$ cat config.mk
export PLATFORM = sky130hd
export DESIGN_NAME = data_mem_responder_flat
export DESIGN_NICKNAME = d
export VERILOG_FILES = /design/src/rtl/data_mem_responder_if.sv /design/src/rtl/data_mem_responder.sv /design/src/flat_wrapper.sv
export SDC_FILE = /design/constraint.sdc
export NUM_CORES = 2
export LEC_CHECK = 0
export ABC_AREA = 1
export CORE_MARGIN = 4
export CORE_UTILIZATION = 40
export CTS_BUF_LIST = sky130_fd_sc_hd__clkbuf_2 sky130_fd_sc_hd__clkbuf_4 sky130_fd_sc_hd__clkbuf_8
export CTS_CLUSTER_DIAMETER = 150
export DETAILED_ROUTE_END_ITERATION = 8
export PLACE_DENSITY = 0.51
export SLEW_MARGIN = 20
export SYNTH_ARGS = -nofsm -noshare
export SYNTH_HDL_FRONTEND = slang
export SYNTH_SLANG_ARGS = --single-unit
export TNS_END_PERCENT = 1
$ cat constraint.sdc
create_clock -name clk -period 5.5 [get_ports clk]
set_input_delay 1.1 -clock clk [delete_from_list [all_inputs] [get_ports clk]]
set_output_delay 1.1 -clock clk [all_outputs]
set_load 0.01 [all_outputs]
$ cat src/rtl/data_mem_responder_if.sv
// Load/store bus between the load stations and the data memory responder.
// The requester drives the master side; the memory model is the slave.
interface data_mem_responder_if;
  logic        loadMem;
  logic [15:0] memAddr;
  logic        storeEn;
  logic [15:0] storeAddr;
  logic [15:0] storeData;
  logic        memReady;
  logic [15:0] memOut;
  logic        memBusy;

  modport master (
    output loadMem, memAddr,
    output storeEn, storeAddr, storeData,
    input  memReady, memOut, memBusy
  );

  modport slave (
    input  loadMem, memAddr,
    input  storeEn, storeAddr, storeData,
    output memReady, memOut, memBusy
  );
endinterface

$ cat src/rtl/data_mem_responder.sv
// Multi-cycle data memory model: one outstanding load with fixed latency,
// plus an independent single-cycle store port into the same word array.
module data_mem_responder #(
  parameter int ADDR_BITS = 8,
  parameter int LATENCY   = 3
) (
  input  logic                 clk,
  input  logic                 reset,
  data_mem_responder_if.slave  bus
);

  if (LATENCY < 1 || LATENCY > 15) begin : g_bad_latency
    $error("data_mem_responder: LATENCY must be 1..15");
  end
  if (ADDR_BITS < 1 || ADDR_BITS > 16) begin : g_bad_addr
    $error("data_mem_responder: ADDR_BITS must be 1..16");
  end

  localparam int DEPTH = 1 << ADDR_BITS;
  localparam logic [3:0] CNT_INIT =
    4'(LATENCY >= 2 ? LATENCY - 2 : 0);

  typedef enum logic [1:0] {
    IDLE = 2'd0,
    WAIT = 2'd1,
    RESP = 2'd2
  } state_t;

  logic [15:0]          r_mem [DEPTH];
  state_t               r_state;
  logic [3:0]           r_cnt;
  logic [ADDR_BITS-1:0] r_req_addr;
  logic                 r_ready;
  logic                 r_busy;
  logic [15:0]          r_out;

  logic [ADDR_BITS-1:0] w_ld_idx;
  logic [ADDR_BITS-1:0] w_st_idx;

  assign w_ld_idx = bus.memAddr[ADDR_BITS-1:0];
  assign w_st_idx = bus.storeAddr[ADDR_BITS-1:0];

  // Upper address bits alias onto the array and are deliberately dropped.
  if (ADDR_BITS < 16) begin : g_alias
    logic w_unused_hi;
    assign w_unused_hi = ^{bus.memAddr[15:ADDR_BITS],
                           bus.storeAddr[15:ADDR_BITS]};
  end

  always_ff @(posedge clk) begin
    if (bus.storeEn) begin
      r_mem[w_st_idx] <= bus.storeData;
    end
  end

  // memOut samples the array with NBA, so a same-edge store is not seen.
  always_ff @(posedge clk or posedge reset) begin
    if (reset) begin
      r_state    <= IDLE;
      r_cnt      <= '0;
      r_req_addr <= '0;
      r_ready    <= 1'b0;
      r_busy     <= 1'b0;
      r_out      <= '0;
    end else begin
      r_ready <= 1'b0;
      case (r_state)
        IDLE: begin
          if (bus.loadMem) begin
            r_req_addr <= w_ld_idx;
            r_busy     <= 1'b1;
            if (LATENCY == 1) begin
              r_state <= RESP;
              r_ready <= 1'b1;
              r_out   <= r_mem[w_ld_idx];
            end else begin
              r_state <= WAIT;
              r_cnt   <= CNT_INIT;
            end
          end
        end
        WAIT: begin
          if (r_cnt != 4'd0) begin
            r_cnt <= r_cnt - 4'd1;
          end else begin
            r_state <= RESP;
            r_ready <= 1'b1;
            r_out   <= r_mem[r_req_addr];
          end
        end
        RESP: begin
          r_state <= IDLE;
          r_busy  <= 1'b0;
        end
        default: begin
          r_state <= IDLE;
          r_busy  <= 1'b0;
        end
      endcase
    end
  end

  assign bus.memReady = r_ready;
  assign bus.memOut   = r_out;
  assign bus.memBusy  = r_busy;

endmodule

$ cat src/flat_wrapper.sv
// flat-port wrapper written by rule: the top's interface ports become plain ports
module data_mem_responder_flat 
#(
  parameter int ADDR_BITS = 8,
  parameter int LATENCY   = 3
)
  (clk, reset, bus_loadMem, bus_memAddr, bus_storeEn, bus_storeAddr, bus_storeData, bus_memReady, bus_memOut, bus_memBusy);
  data_mem_responder_if bus_i ();
  input  logic clk;
  input  logic reset;
  input wire logic [$bits(bus_i.loadMem)-1:0] bus_loadMem;
  input wire logic [$bits(bus_i.memAddr)-1:0] bus_memAddr;
  input wire logic [$bits(bus_i.storeEn)-1:0] bus_storeEn;
  input wire logic [$bits(bus_i.storeAddr)-1:0] bus_storeAddr;
  input wire logic [$bits(bus_i.storeData)-1:0] bus_storeData;
  output wire logic [$bits(bus_i.memReady)-1:0] bus_memReady;
  output wire logic [$bits(bus_i.memOut)-1:0] bus_memOut;
  output wire logic [$bits(bus_i.memBusy)-1:0] bus_memBusy;
  assign bus_i.loadMem = bus_loadMem;
  assign bus_i.memAddr = bus_memAddr;
  assign bus_i.storeEn = bus_storeEn;
  assign bus_i.storeAddr = bus_storeAddr;
  assign bus_i.storeData = bus_storeData;
  assign bus_memReady = bus_i.memReady;
  assign bus_memOut = bus_i.memOut;
  assign bus_memBusy = bus_i.memBusy;
  data_mem_responder #(.ADDR_BITS(ADDR_BITS), .LATENCY(LATENCY)) u_core (.clk(clk), .reset(reset), .bus(bus_i));
endmodule
# Word level (Yosys, flattened, before mapping)
# Memories as Yosys holds them, arrays and structs flattened. A register that Yosys moved wholly into a read port is not among the register bits.
# Cells that the tools add are included.
[totals] ff_bits=16 ram_bits=4096 in_bits=52 wordCells=33 n_memories=1
[op_classes] n_addsub=1 n_eq_ne=4 n_mux=12 bitwise_logic=2 reduce_logical=8
[memory_table] name="u_core.r_mem" depth=256 width=16 read_ports=1 rd_clocked_by_memory_dff=1 wr=1 line="data_mem_responder.sv:29" source="logic [15:0] r_mem [DEPTH];"
[op_table] op="4-bit 2-to-1 mux" count=2
[op_table] op="4-bit one-hot mux with 2 select lines" count=1
[op_table] op="2-bit AND reduction" count=4
[op_table] op="1-bit 2-to-1 mux" count=5
[op_table] op="2-bit 2-to-1 mux" count=2
[op_table] op="2-bit inequality test (second input constant)" count=2
[op_table] op="2-bit one-hot mux with 2 select lines" count=1
[op_table] op="4-bit nonzero test" count=1
[op_table] op="4-bit by 1-bit subtractor with 4-bit output (second input constant)" count=1
[op_table] op="3-bit AND reduction" count=1
[op_table] op="2-bit by 1-bit == test with 1-bit output (second input constant)" count=1
[op_table] op="2-bit zero test" count=1
[op_table] op="2-bit by 1-bit inequality test with 1-bit output (second input constant)" count=1
[op_table] op="1-bit inverter" count=2
[op_table] op="1-bit one-hot mux with 2 select lines" count=1
[op_table] op="2-bit nonzero test" count=1

# Depth between registers and ports, before layout
[depth] ltp_word=3 mapped_depth=15 mapped_depth_nobuf=11

# Least setup slack after synthesis
# Ideal clock, no wire load.
[synth_path] path_kind="input to register" from="in bus_storeEn" to="mem u_core.r_mem[162][0], enable pin" arrival_time_ps=2552 path_slack_ps=2560 stages=4 path_buffers=2 path_cell_list="clkbuf_1 > nand3_1 > clkbuf_1 > nor2_1"
[synth_via] elab_chain_cells=2
[synth_lines] item="start: declaration" line="flat_wrapper.sv:13" source="input wire logic [$bits(bus_i.storeEn)-1:0] bus_storeEn;"
[synth_lines] item="1-bit 2-to-1 mux" line="data_mem_responder.sv:51" source="if (bus.storeEn) begin"
[synth_lines] item="1-bit 2-to-1 mux (implied by the code)" line="data_mem_responder.sv:52" source="r_mem[w_st_idx] <= bus.storeData;"
[synth_lines] item="end: declaration" line="data_mem_responder.sv:29"
# Every way passes these cells.

==> results.yml <==
yosys:
  synth-seq-cells: 4128
  synthTopCellsByCount: "4,176 x nand2_1, 4,096 x edfxtp_1, 4,085 x nand3_1, 513 x buf_2, 291 x nor2_1"
  seq_area_frac_synth: 0.744
  synth_ff_type: "edfxtp_1"
  syn_avg_cell_area_sq_um: 12.2
  synth_top_area_share: 0.740
  netlist_area_sq_mm: 0.166
  yosys.area.top_type: "edfxtp_1"
  yosysMostFrequentCell: "nand2_1"
  syn-instance-count: 13688
  synth.distinct_cells: 20
  synth_area_leaders: "edfxtp_1 74%, nand3_1 12%, nand2_1 9.4%"
  synth-edff-count: 4096
  ys_warn_count: 0
  syn-num-nets: 13742
  async_reset_ff_frac: 0.00775
worst_hold_path:
  whs_path_depth: 1
  hold_class: "in -> reg"
  hold_end: "u_core.r_mem[216][1]"
  hp-start: "bus_storeData[1]"
placement:
  gp_congestion: 0.871
  dp.cells: 18757
  dpl.hpwl_microns: 272000
  port_buffers: 53
power_and_ir_drop:
  power.total_mw: 91.7
  vdd_ir_drop_max_mv: 0.486
  p_per_area_mw_per_mm2: 492
  pwr-share-comb: 0.330
  seqPwrFrac: 0.387
  power_switching_mw: 35.3
  p_clk_frac: 0.283
  intPower_mw: 56.5
  power.leakage_nw: 64.9
  swShare: 0.385
sta:
  setup_viol: 0
  fin_crit_ns: 4.57
  tightest_slew_ns: 1.16
  timing.hold.ws_ns: 0.329
  finalCritPeriodShare: 0.832
  rsz0062_at_grt: "false"
  fmax_mhz: 219
  setup_tns_ns: 0
  maxSlewViolCount: 0
  relSlewSlack: 0.224
  skew_ns: 0.0481
  hold_viol: 0
critical_path:
  critPathCaptureType: "flip-flop"
  reg2regPathDepth: 13
  path_max_fanout: 167
  rrSetupSlack_ns: 0.93
  reg2reg_to: "u_core.bus.memOut[15]"
  rr_startpoint: "u_core.r_req_addr[0]"
  crit_required_ns: 6.58
  cp-start-kind: "flip-flop"
  crit_arrival_ns: 5.66
  setup.worst_path.class: "reg -> reg"
routing:
  antenna_left: 0
  routed_wl_microns: 502000
  via_count: 108943
  drt-vias-per-instance: 5.46
  drc: 0
  wl_per_cell_microns: 25.1
  firstDrtPassIters: 6
  detail_route.iter0.violations: 11241
flow_run:
  maxCapViolCount: 0
clock_tree:
  numCtsBuffers: 684
  cts.sinks: 4128
  cts_setup_buffers: 0
  clock_path_buffers: 4
  cts_tree: "built"
  insertion_delay_ns: 1.24
  clk_pin_slew_ns: 0.06
  htreeDepth: 6
  cts_resized: 0
  cts_root_buffer: "clkbuf_8"
floorplan:
  die_y_microns: 653
  die_x_microns: 653
  die_area_sq_mm: 0.426
  io_pins: 70
  initial_core_util: 0.402
  rows: 236
  coreArea_sq_mm: 0.414
global_route:
  antenna_found_initial: 23
  grt_pass1_vias: 103877
  grt_use_total: 0.229
  grt_pass1_wl_microns: 724000
  grt_max_degree: 186
  grt-ovfl-total: 0
finish:
  syn_to_final_growth_pct: 12.1
  drive_gt1_frac: 0.112
  final_cells: 19970
  fillers: 37277
  finalNetCount: 14024
outcome:
  status: "completed"
==> metal layers <==
metal  global-route usage  up-vias  wire length [microns]
li1                     -    49492                      -
met4               0.0896        0                  19900
met5                    0        -                      0
met2                0.367     4327                 236000
met1                0.313    54295                 209000
met3               0.0391      829                  36800
==> cell families (layout without fill, tap and decap cells) <==
group	after synthesis	count (layout)	synth area share
other	0	17	0
AND/OR/NAND/NOR	8554	8554	0.224
adder cells (fa/ha/maj)	2	2	0.000150
buffers and inverters	991	1782	0.0313
AO/OA/AOI/OAI	13	13	0.000391
flip-flops	4128	4128	0.744
==> placed cells by master (no fill, tap or decap) <==
cell type,netlist,final
nor2_2,0,48
inv_6,1,13
dfrtp_4,0,5
nand2_2,0,16
clkbuf_4,0,246
inv_2,0,1
buf_8,0,16
a21oi_1,2,2
buf_4,181,415
o21ai_0,11,11
nand2_1,4176,4160
clkinvlp_4,0,16
dfrtp_1,32,26
clkbuf_8,0,704
dlygate4sd3_1,0,1
inv_16,0,2
inv_1,45,42
nor2_1,291,243
clkinv_8,0,2
ha_1,2,2
clkinv_2,1,46
nor3_1,2,2
nand3_1,4085,4085
clkdlybuf4s50_1,0,37
clkinv_1,2,151
bufinv_16,0,7
edfxtp_1,4096,4096
diode_2,0,17
inv_12,0,4
clkinv_16,0,1
dfrtp_2,0,1
inv_8,0,10
buf_12,1,68
==> how the worst max path moves through the flow <==
stage                              start                    end  slack (ns)  depth (start not counted)
finish              u_core.r_req_addr[0]  u_core.bus.memOut[15]        0.93                         13
global placement    u_core.r_req_addr[0]   u_core.bus.memOut[7]        1.08                         13
CTS                 u_core.r_req_addr[0]   u_core.bus.memOut[6]        1.08                         13
detailed placement  u_core.r_req_addr[0]   u_core.bus.memOut[7]        1.08                         13
global route        u_core.r_req_addr[0]  u_core.bus.memOut[12]        0.80                         13
floorplan                    bus_storeEn   u_core.r_mem[162][0]        2.56                          4
==> timing repair <==
item / in CTS / in global routing
setup endpoints to repair: 0 / 0
hold endpoints to repair: 7 / 0
hold buffers: 1 / 0
==> power groups by stage <==
stage	sequential [mW]	combinational (mW)	clock, mW
floorplan	35.5	19.4	0
global placement	36.1	30.0	0
detailed placement	36.1	30.2	0
CTS	35.4	30.3	26.6
global route	35.4	32.8	28.1
finish	35.5	30.3	26.0
==> sequential cells by signal, indices dropped and copies added (netlist names) <==
name and flops:
u_core.r_state 2, u_core.bus.memOut 16, u_core.r_cnt 4, u_core.bus.memBusy 1
u_core.r_req_addr 8, u_core.r_mem 4096, u_core.bus.memReady 1
==> worst max-delay path, stage by stage, from the launching register on <==
cell and delay [ns]:
dfrtp_4 0.99, clkinv_16 0.62, buf_4 0.50, buf_12 0.22
nand2_1 0.19, nand3_1 0.08, nand3_1 0.14, nand3_1 0.09
nand3_1 0.25, nand3_1 0.31, nand3_1 0.21, nand3_1 0.08
nand3_1 0.11, nand2_1 0.07
==> cell type report <==
cell class	count	area, sq um	area share
flip-flops and latches	4128	124000	0.664
multi-input cells	8569	37500	0.201
clock buffers	950	11500	0.0619
well taps	5474	6850	0.0367
repair buffers	537	5100	0.0273
clock inverters	245	1420	0.00763
inverters	50	260	0.00140
diodes	17	42.5	0.000228
==> per-stage QoR <==
step,setup WS (ns),utilization,cell area (sq um)
after floorplan,2.56,-,166000
after global placement,1.08,0.419,173000
after detailed placement,1.08,0.419,173000
after CTS,1.08,0.451,186000
after global routing,0.805,0.451,186000
final,0.925,0.451,186000
Power figures use the tool's default switching activity.
